File: src/rtl/pipeline_result_collector.sv
// Credit-based result collector at the tail of a fixed-latency pipeline.
// Optional fall-through path from result to out_data when COLLECTOR_BYPASS_EN is defined.
module pipeline_result_collector #(
  parameter int LATENCY   = 4,
  parameter int WORD_SIZE = 18,
  parameter int DEPTH     = 8
) (
  input  logic                         clock,
  input  logic                         reset,
  input  logic                         issue_valid,
  output logic                         issue_ready,
  input  logic                         result_valid,
  input  logic [WORD_SIZE-1:0]         result,
  output logic                         out_valid,
  output logic [WORD_SIZE-1:0]         out_data,
  input  logic                         out_ready,
  output logic                         overflow,
  output logic [$clog2(DEPTH+1)-1:0]   credits
);

  localparam int CW = $clog2(DEPTH + 1);
  localparam int PW = (DEPTH > 1) ? $clog2(DEPTH) : 1;
  localparam logic [CW-1:0] FULL = CW'(DEPTH);
  localparam logic [PW-1:0] LAST = PW'(DEPTH - 1);

  logic [WORD_SIZE-1:0] mem [DEPTH];
  logic [WORD_SIZE-1:0] head_q;
  logic [PW-1:0]        rd_ptr, wr_ptr, rd_next;
  logic [CW-1:0]        count, after_pop, count_next;
  logic [LATENCY-1:0]   issue_hist;
  logic                 empty, full, bypass, fire, pop, fifo_pop, write_en;

  assign empty = (count == '0);
  assign full  = (count == FULL);

`ifdef COLLECTOR_BYPASS_EN
  assign bypass   = empty && result_valid && out_ready;
  assign out_data = bypass ? result : head_q;
`else
  assign bypass   = 1'b0;
  assign out_data = head_q;
`endif

  assign out_valid   = !empty || bypass;
  assign issue_ready = (credits != '0);
  assign fire        = issue_valid && issue_ready;
  assign pop         = out_valid && out_ready;
  assign fifo_pop    = !empty && out_ready;
  // A full FIFO still accepts a result if the head leaves in the same cycle.
  assign write_en    = result_valid && !bypass && (!full || fifo_pop);
  assign rd_next     = fifo_pop ? ((rd_ptr == LAST) ? '0 : rd_ptr + 1'b1) : rd_ptr;
  assign after_pop   = count - CW'(fifo_pop);
  assign count_next  = after_pop + CW'(write_en);

  always_ff @(posedge clock) begin
    if (reset) begin
      credits    <= FULL;
      rd_ptr     <= '0;
      wr_ptr     <= '0;
      count      <= '0;
      head_q     <= '0;
      overflow   <= 1'b0;
      issue_hist <= '0;
    end else begin
      case ({fire, pop})
        2'b10:   credits <= credits - 1'b1;
        2'b01:   credits <= credits + 1'b1;
        default: credits <= credits;
      endcase

      if (write_en) begin
        mem[wr_ptr] <= result;
        wr_ptr      <= (wr_ptr == LAST) ? '0 : wr_ptr + 1'b1;
      end
      rd_ptr <= rd_next;
      count  <= count_next;

      if (result_valid && full && !fifo_pop)
        overflow <= 1'b1;

      // head_q mirrors the next head; it falls back to holding its value once drained.
      if (write_en && (after_pop == '0))
        head_q <= result;
      else if (count_next != '0)
        head_q <= mem[rd_next];
      else if (bypass)
        head_q <= result;

      issue_hist <= (issue_hist << 1) | LATENCY'(fire);
      if (issue_hist[LATENCY-1])
        assert (result_valid);
    end
  end

endmodule

File: config.mk
export PLATFORM = sky130hd
export DESIGN_NAME = pipeline_result_collector
export DESIGN_NICKNAME = d
export VERILOG_FILES = /design/src/rtl/pipeline_result_collector.sv
export SDC_FILE = /design/constraint.sdc
export NUM_CORES = 1
export LEC_CHECK = 0
export BUFFER_PORTS_ARGS = -buffer_cell sky130_fd_sc_hd__buf_2
export CAP_MARGIN = 25
export CORE_ASPECT_RATIO = 0.9
export CORE_MARGIN = 2
export CORE_UTILIZATION = 62
export CTS_BUF_LIST = sky130_fd_sc_hd__clkbuf_8
export DETAILED_ROUTE_END_ITERATION = 10
export PLACE_DENSITY_LB_ADDON = 0.08
export SETUP_SLACK_MARGIN = 0.02
export SLEW_MARGIN = 20
export SYNTH_ARGS = -nofsm -noshare
export SYNTH_HDL_FRONTEND = slang
export SYNTH_SLANG_ARGS = --single-unit
File: constraint.sdc
create_clock -name clock -period 4 [get_ports clock]
set_input_delay 0.2 -clock clock [delete_from_list [all_inputs] [get_ports clock]]
set_output_delay 0.2 -clock clock [all_outputs]
set_load 0.005 [all_outputs]
==> run summary, run 1 <==
The total routed wirelength was 16.8 mm; the proportion of total power due to net switching was 0.369. The worst hold-check path type is in2reg. TritonCTS built the clock tree. Effective utilization at floorplan: 0.638. The most used flip-flop cell after synthesis is edfxtp_1. The count of nets left with antenna violations once routing finished came out at 0. Number of stages on the worst setup path: 12. TritonCTS created 17 clock buffers. 48 I/O pins were placed. The tools report the number of DRC violations after detailed routing as 0.

In the routed layout, each cell is associated on average with a via count of 6.38. The run gives 3.83 ns as the worst endpoint data arrival time. Prior to clock tree synthesis, the placed netlist has a worst setup slack of 0.248 ns. The fraction of power consumed by the clock network was 0.223; the number of buffers inserted by port buffering was 47.

The signal on the critical path passes through o41ai_4 -> inv_2 -> ha_1 -> inv_1 -> ha_1 -> ha_1 -> xor2_1 -> xnor2_1 -> nand2_1 -> nor4_1 -> or3_2 -> o21ai_0. The count of standard-cell rows was 37; the sequential group share of total power was 0.415. Power spread over the standard cell area amounts to 680 nW/um2.

CTS built an H-tree with a depth of 4. The startpoint-to-endpoint class of the critical path is reg2reg. The smallest setup slack after layout is 0.487 ns, and the starting DRC count in detailed routing is 440.

Total of hold buffers inserted after clock tree synthesis: 0. The post-route minimum period is 3.51 ns. Counting the fill cells in the layout gives 807. Setup repair after global routing left no endpoint under its margin. The final layout contains 633 nets. The run finished with clean final reports. Detailed routing inserted a total of 4896 vias.

Internal power summed over all cells: 3.48 mW. The number of antenna violations at the first check in global routing is 0. STA classifies the critical path endpoint as a flip-flop.

The number of enable flip-flop cells after synthesis is 144. The final-report max-slew violation count was 0. The async set or reset register ratio after synthesis works out to 0. Reg-to-reg critical path endpoint: out_data[3]$_SDFFE_PP0P_. The commonest cells after synthesis are edfxtp_1 (144), a21oi_1 (60), nor2_1 (42).

After clock tree synthesis, the clock-pin slew on the worst setup and hold paths is 0.09 ns. The largest individual stage delay along the critical path comes from the cell or3_2. The final-report hold violation count was 0. The tools report the number of detailed-route iterations in the first pass as 5. In this run, distinct cell masters in the synthesized netlist total 52. Yosys attributes the largest share of cell area to edfxtp_1 (59%), dfxtp_1 (9.1%), a21oi_1 (4.1%), o22ai_1 (3.0%), mux2i_1 (2.6%).

The final clock period utilization by the worst path was 0.878. For the final weighted congestion in routability-driven placement, the log shows 0.853. For the via count of the first global-routing pass, the log shows 4951. The power share of the combinational group came out at 0.361. The worst setup path endpoint was out_data[3]$_SDFFE_PP0P_. The area added between synthesis and finish was 11.2%; the worst ir drop on vdd was 485 uV. The dominant cell by count in the synthesized netlist is edfxtp_1.

The launching point of the worst reg2reg path was count[1]$_SDFF_PP0_. The root buffer cell chosen for the clock tree is clkbuf_8. The Yosys step of the flow raised 0 warnings. The stage delay of the slowest cell on the critical path was 0.45 ns; the horizontal die dimension was 118 um. Setup violations remaining at the end of the flow were counted as 0. The global-route usage over all layers is 0.282, and the post-detailed-route wirelength per cell is 21.9 um. For the worst setup path, the data required time is 4.31 ns. For flop-to-flop paths, the worst setup slack is 0.49 ns. For the pin with the worst max-slew slack, the measured transition is 1.08 ns.

Once the clock tree was built, the resizer swapped 0 gates to a different size. In this run the mean area of a mapped cell was 13.3 um2. The worst setup path is launched from a flip-flop. Synthesis produced a netlist whose cell count is 549. Share of the synthesized area in the top cell type: 0.593. The HPWL after detailed placement is 10.0 mm.

CTS saw 177 sinks. The depth of the worst register-to-register path is 12, and the worst clock skew is 0.0106 ns. Most frequent cell on the critical path: ha_1.

For the worst hold slack after final layout, the log shows 0.0263 ns. The total negative setup slack came out at 0 ns. Along the worst path, the maximum fanout reaches 18. The longest clock path from root to sink contains 2 buffers. The global route total overflow was 0. The number of buffers and inverters on the critical path is 2. Kind of cell adding the most delay to the critical path: simple AND/OR/NAND/NOR gates. After floorplanning, the core was sized to cover 11400 um2.

The global-route wire length before repair is 26.4 mm. Share of post-route cells with drive strength above 1: 0.180. The post-route core utilization is 0.709, and the number of max-cap violations is 0. The switching power summed over all nets came out at 2.03 mW. For this run, the top clock speed supported by timing is 285 MHz. The startpoint of the most critical setup path was count[1]$_SDFF_PP0_. The relative slew slack is 0.276.

The largest total area in the synthesized netlist belongs to edfxtp_1. Entering global routing, the biggest net connects 37 pins. For the leakage power, the log shows 2.91 nW.

After synthesis the cells add up to 7290 um2. When the netlist entered floorplanning its net count stood at 584. The height of the die works out to 107 um. The tools report the sequential fraction of the synthesis area as 0.683. The logs give 0 for the antenna diode count and 0 for the buffers inserted during post-CTS setup optimization.

The full die area is 12600 um2. The flop and latch count out of synthesis was 177; the clock insertion delay at the later pin of the skew report was 0.46 ns.
==> metrics by stage <==
stage | instances | area (um2) | power (mW)
4_1_cts | 767 | 8110 | 5.50
3_3_place_gp | 735 | 7700 | 4.21
2_1_floorplan | 549 | 7290 | 3.75
6_report | 767 | 8110 | 5.52
5_1_grt | 767 | 8110 | 5.80
3_5_place_dp | 735 | 7700 | 4.29
==> placed cells by master, fill, tap and decap left out, types with 2 or more instances in the layout <==
cell type,n
a21o_1,2
a21oi_1,60
a22oi_1,17
a32oi_1,18
and3_1,3
buf_2,47
buf_4,15
bufinv_16,2
clkbuf_8,18
clkinv_2,2
clkinv_4,6
dfxtp_1,33
edfxtp_1,144
ha_1,11
inv_1,5
inv_8,2
mux2_2,2
mux2_4,2
mux2i_1,19
mux2i_4,2
nand2_1,30
nand2b_1,4
nand3_1,5
nand3b_1,2
nor2_1,42
nor2b_1,3
nor3_1,5
nor3_2,3
o21ai_0,18
o21ai_1,22
o22ai_1,35
or3_1,3
xnor2_1,4
xor2_1,3
==> worst min path at each step <==
stage / slack, ns / cells after the start / from / to
CTS: 0.01 / 1 / result[12] / mem[0][12]$_DFFE_PP_
global route: 0.01 / 1 / result[12] / mem[0][12]$_DFFE_PP_
global placement: 0.46 / 2 / overflow$_SDFFE_PP0P_ / overflow$_SDFFE_PP0P_
finish: 0.03 / 1 / result[12] / mem[0][12]$_DFFE_PP_
detailed placement: 0.47 / 2 / overflow$_SDFFE_PP0P_ / overflow$_SDFFE_PP0P_
floorplan: 0.30 / 0 / result[0] / mem[0][0]$_DFFE_PP_
==> state kept, by name (all words and copies together), names as in the netlist <==
name and count:
overflow 1, count 4, wr_ptr 3, rd_ptr 3, mem 144, out_data 18, credits 4
==> area by class of cell <==
class | count | area [um2] | area share
Timing Repair Buffer | 63 | 368 | 0.0454
Inverter | 6 | 22.5 | 0.00278
Clock inverter | 14 | 158 | 0.0194
Clock buffer | 18 | 248 | 0.0306
Multi-Input combinational cell | 333 | 2130 | 0.263
Tap cell | 156 | 195 | 0.0241
Sequential cell | 177 | 4980 | 0.615
==> kinds of logic after synthesis <==
family / after synthesis / synth area share
compound gates: 181 / 0.153
flops: 177 / 0.683
simple gates: 108 / 0.0686
buf+inv: 39 / 0.0280
mux: 25 / 0.0371
fa+ha+maj: 12 / 0.0216
xor+xnor: 7 / 0.00841
==> metal layers <==
layer | wire (um) | GRT usage | up-vias
li1 | - | - | 2226
met5 | 0 | 0 | -
met4 | 403 | 0.111 | 0
met3 | 1340 | 0.0511 | 38
met2 | 8390 | 0.482 | 220
met1 | 6640 | 0.361 | 2412
==> power groups by stage <==
stage	registers [mW]	logic (mW)	clock network [mW]
floorplan	2.28	1.48	0
global placement	2.32	1.89	0
detailed placement	2.33	1.96	0
CTS	2.29	1.97	1.24
global route	2.31	2.18	1.31
finish	2.29	1.99	1.23
(Power assumes the default switching activity.)
==> inputs of run 2 (changes only) <==
--- a/config.mk
+++ b/config.mk
@@ -5,7 +5,7 @@
 export SDC_FILE = /design/constraint.sdc
 export NUM_CORES = 1
 export LEC_CHECK = 0
-export BUFFER_PORTS_ARGS = -buffer_cell sky130_fd_sc_hd__buf_2
+export BUFFER_PORTS_ARGS = -buffer_cell sky130_fd_sc_hd__buf_4
 export CAP_MARGIN = 25
 export CORE_ASPECT_RATIO = 0.9
 export CORE_MARGIN = 2
==> run summary, run 2 (synthesis results as in run 1) <==
TritonCTS built the clock tree. For the starting DRC count in detailed routing, the log shows 560 (was 440). The worst hold-check path type is in2reg (unchanged). The H-tree depth is 4 (unchanged). The post-detailed-route wirelength per cell came out at 22.2 um (was 21.9 um). The smallest setup slack after layout is 0.484 ns (was 0.487 ns), and the cell area power density is 658 nW/um2 (was 680 nW/um2). The number of stages on the worst setup path is 12 (unchanged).

The launching point of the worst reg2reg path was count[1]$_SDFF_PP0_ (unchanged). The tools report the worst setup path endpoint as out_data[16]$_SDFFE_PP0P_ (was out_data[3]$_SDFFE_PP0P_). The maximum fanout count along the critical path works out to 18 (unchanged). The cell count after placement came out at 736 (was 735). Startpoint-to-endpoint class of the critical path: reg2reg (unchanged). The run gives 568 uV (was 485 uV) as the worst ir drop on vdd. The startpoint of the most critical setup path was count[1]$_SDFF_PP0_ (unchanged). The number of antenna violations at the first check in global routing is 0 (unchanged). Register ranked first by flip-flop count: mem (unchanged). Leading cell types in the layout, fill and taps excluded: edfxtp_1 (144), buf_4 (62), a21oi_1 (60), nor2_1 (42), o22ai_1 (35) (was edfxtp_1 (144), a21oi_1 (60), buf_2 (47), nor2_1 (42), o22ai_1 (35)). The net count of the finished layout was 652 (was 633); the total negative setup slack was 0 ns (unchanged).

The full die area was 12600 um2 (unchanged); the height of the die was 107 um (unchanged). The total routed wirelength is 17.4 mm (was 16.8 mm). The register-to-register setup slack was 0.48 ns (was 0.49 ns); the depth of the worst register-to-register path was 12 (unchanged).

The library cell used as clock root buffer was clkbuf_8 (unchanged). Number of nets still failing antenna checks after routing: 0 (unchanged). Global route total overflow: 0 (unchanged).

The horizontal die dimension is 118 um (unchanged), and the number of buffers inserted by port buffering is 47 (unchanged). For the final cell count without fillers, the log shows 786 (was 767). The stage delay of the slowest cell on the critical path is 0.71 ns (was 0.45 ns).

The global-route wire length before repair was 26.7 mm (was 26.4 mm). The cell at the slowest stage of the critical path is or3_2 (unchanged). For the number of buffers between clock root and the deepest sink, the log shows 2 (unchanged).

The core outline area was 11400 um2 (unchanged). The clock insertion delay at the later pin of the skew report was 0.46 ns (about the same); the post-DP HPWL was 10.3 mm (was 10.0 mm). The detailed-route via count was 5018 (was 4896); the I/O pin count was 48 (unchanged). The relative slew slack was 0.265 (was 0.276). The worst clock skew is 0.00774 ns (was 0.0106 ns). The final clock period utilization by the worst path works out to 0.879 (was 0.878).

For the count of standard-cell rows, the log shows 37 (unchanged). Final weighted congestion in routability-driven placement: 0.851 (was 0.853). The achievable frequency is 284 MHz (was 285 MHz). The final-report max-slew violation count is 0 (unchanged). Commonest non-fill, non-tap cell in the layout: edfxtp_1 (unchanged). The worst hold slack after final layout is 0.0382 ns (was 0.0263 ns). The via count of the first global-routing pass came out at 5016 (was 4951). The number of max-cap violations was 0 (unchanged); the number of flip-flops under the largest register name was 144 (unchanged).

The most frequent cell on the critical path is ha_1 (unchanged). The final-report hold violation count came out at 0 (unchanged). The total clock buffers created by CTS was 17 (unchanged); the area added between synthesis and finish was 15.0% (was 11.2%). Worst endpoint data arrival time: 3.88 ns (was 3.83 ns).

Worst-path cell chain: o41ai_4 -> inv_2 -> ha_1 -> inv_1 -> ha_1 -> ha_1 -> xor2_1 -> xnor2_1 -> nand2_1 -> o22ai_1 -> or3_2 -> o31ai_1 (was o41ai_4 -> inv_2 -> ha_1 -> inv_1 -> ha_1 -> ha_1 -> xor2_1 -> xnor2_1 -> nand2_1 -> nor4_1 -> or3_2 -> o21ai_0). The minimum setup slack after placement is 0.262 ns (was 0.248 ns), and the largest net degree at the start of global routing is 37 (unchanged). The kind of cell adding the most delay to the critical path was simple AND/OR/NAND/NOR gates (unchanged). Slew of the pin with the lowest slew margin: 1.10 ns (was 1.08 ns).

The clock slew at the register clock pins of the worst setup and hold paths was 0.08 ns (was 0.09 ns); the global-route usage over all layers was 0.288 (was 0.282). The run finished with clean final reports. The number of setup violations in the final report came out at 0 (unchanged). The tools report the antenna diode count as 0 (unchanged). Setup repair after global routing left no endpoint under its margin. The post-route minimum period was 3.52 ns (was 3.51 ns); the leakage power was 3.02 nW (was 2.91 nW).

Startpoint kind of the worst setup timing path: a flip-flop (unchanged). The average via count per standard cell works out to 6.38 (about the same). The tools report the kind of end point of the critical path as a flip-flop (unchanged). The share of post-route cells with drive strength above 1 is 0.171 (was 0.180), and the required time of the critical path is 4.37 ns (was 4.31 ns).

The number of detailed-route iterations in the first pass is 5 (unchanged). Number of buffers and inverters on the critical path: 2 (unchanged). Effective utilization at floorplan: 0.638 (unchanged). The logs give 177 (unchanged) for the number of sinks driven by the clock tree and 0 (unchanged) for the number of DRC violations after detailed routing. Reg-to-reg critical path endpoint: out_data[16]$_SDFFE_PP0P_ (was out_data[3]$_SDFFE_PP0P_).
run 2: where the power goes:
group          switching [mW]  internal [mW]
Sequential              0.141           2.15
Clock                   0.594          0.535
Combinational            1.27          0.831
Total                    2.01           3.51
run 2: worst min-delay path by stage:
| stage | from | end | slack [ns] | depth (start not counted) |
|---|---|---|---|---|
| 2_1_floorplan | result[0] | mem[0][0]$_DFFE_PP_ | 0.30 | 0 |
| 3_3_place_gp | result[9] | mem[0][9]$_DFFE_PP_ | 0.44 | 1 |
| 3_5_place_dp | result[9] | mem[0][9]$_DFFE_PP_ | 0.45 | 1 |
| 4_1_cts | result_valid | overflow$_SDFFE_PP0P_ | 0.02 | 3 |
| 5_1_grt | result_valid | overflow$_SDFFE_PP0P_ | 0.04 | 3 |
| 6_report | result_valid | overflow$_SDFFE_PP0P_ | 0.04 | 3 |
run 2: metal layers:
layer / up-vias / track usage / wire length [um]
li1: 2265 / - / -
met1: 2467 / 0.368 / 6960
met2: 254 / 0.484 / 8670
met3: 32 / 0.0676 / 1430
met4: 0 / 0.109 / 361
met5: - / 0 / 0
run 2: per-stage QoR:
stage / utilization / cell area [um2] / power (mW)
after floorplan: - / 7290 / 3.75
after global placement: 0.686 / 7840 / 4.29
after detailed placement: 0.686 / 7840 / 4.39
after CTS: 0.734 / 8390 / 5.50
after global routing: 0.734 / 8390 / 5.79
final: 0.734 / 8390 / 5.52
run 2: worst reg2reg max path: cells and delay by family (launching register included):
kind	cells	cell delay, ns
AND/OR/NAND/NOR	2	0.85
AO/OA/AOI/OAI	3	0.80
adder cells (fa/ha/maj)	3	0.79
flip-flops	1	0.40
XOR/XNOR	2	0.34
buffers and inverters	2	0.26
run 2: repair_timing:
action	4_1_cts	5_1_grt
hold buffers	18	0
endpoints found under the setup margin	0	5
buffers inserted	0	0
hold endpoints to repair	144	0
resized for setup	0	1
run 2: area by class of cell:
class / instances / area, um2
flip-flops and latches: 177 / 4980
fillers: 755 / 3050
multi-input cells: 333 / 2130
repair buffers: 82 / 686
clock buffers: 24 / 330
well taps: 156 / 195
clock inverters: 8 / 37.5
inverters: 6 / 22.5
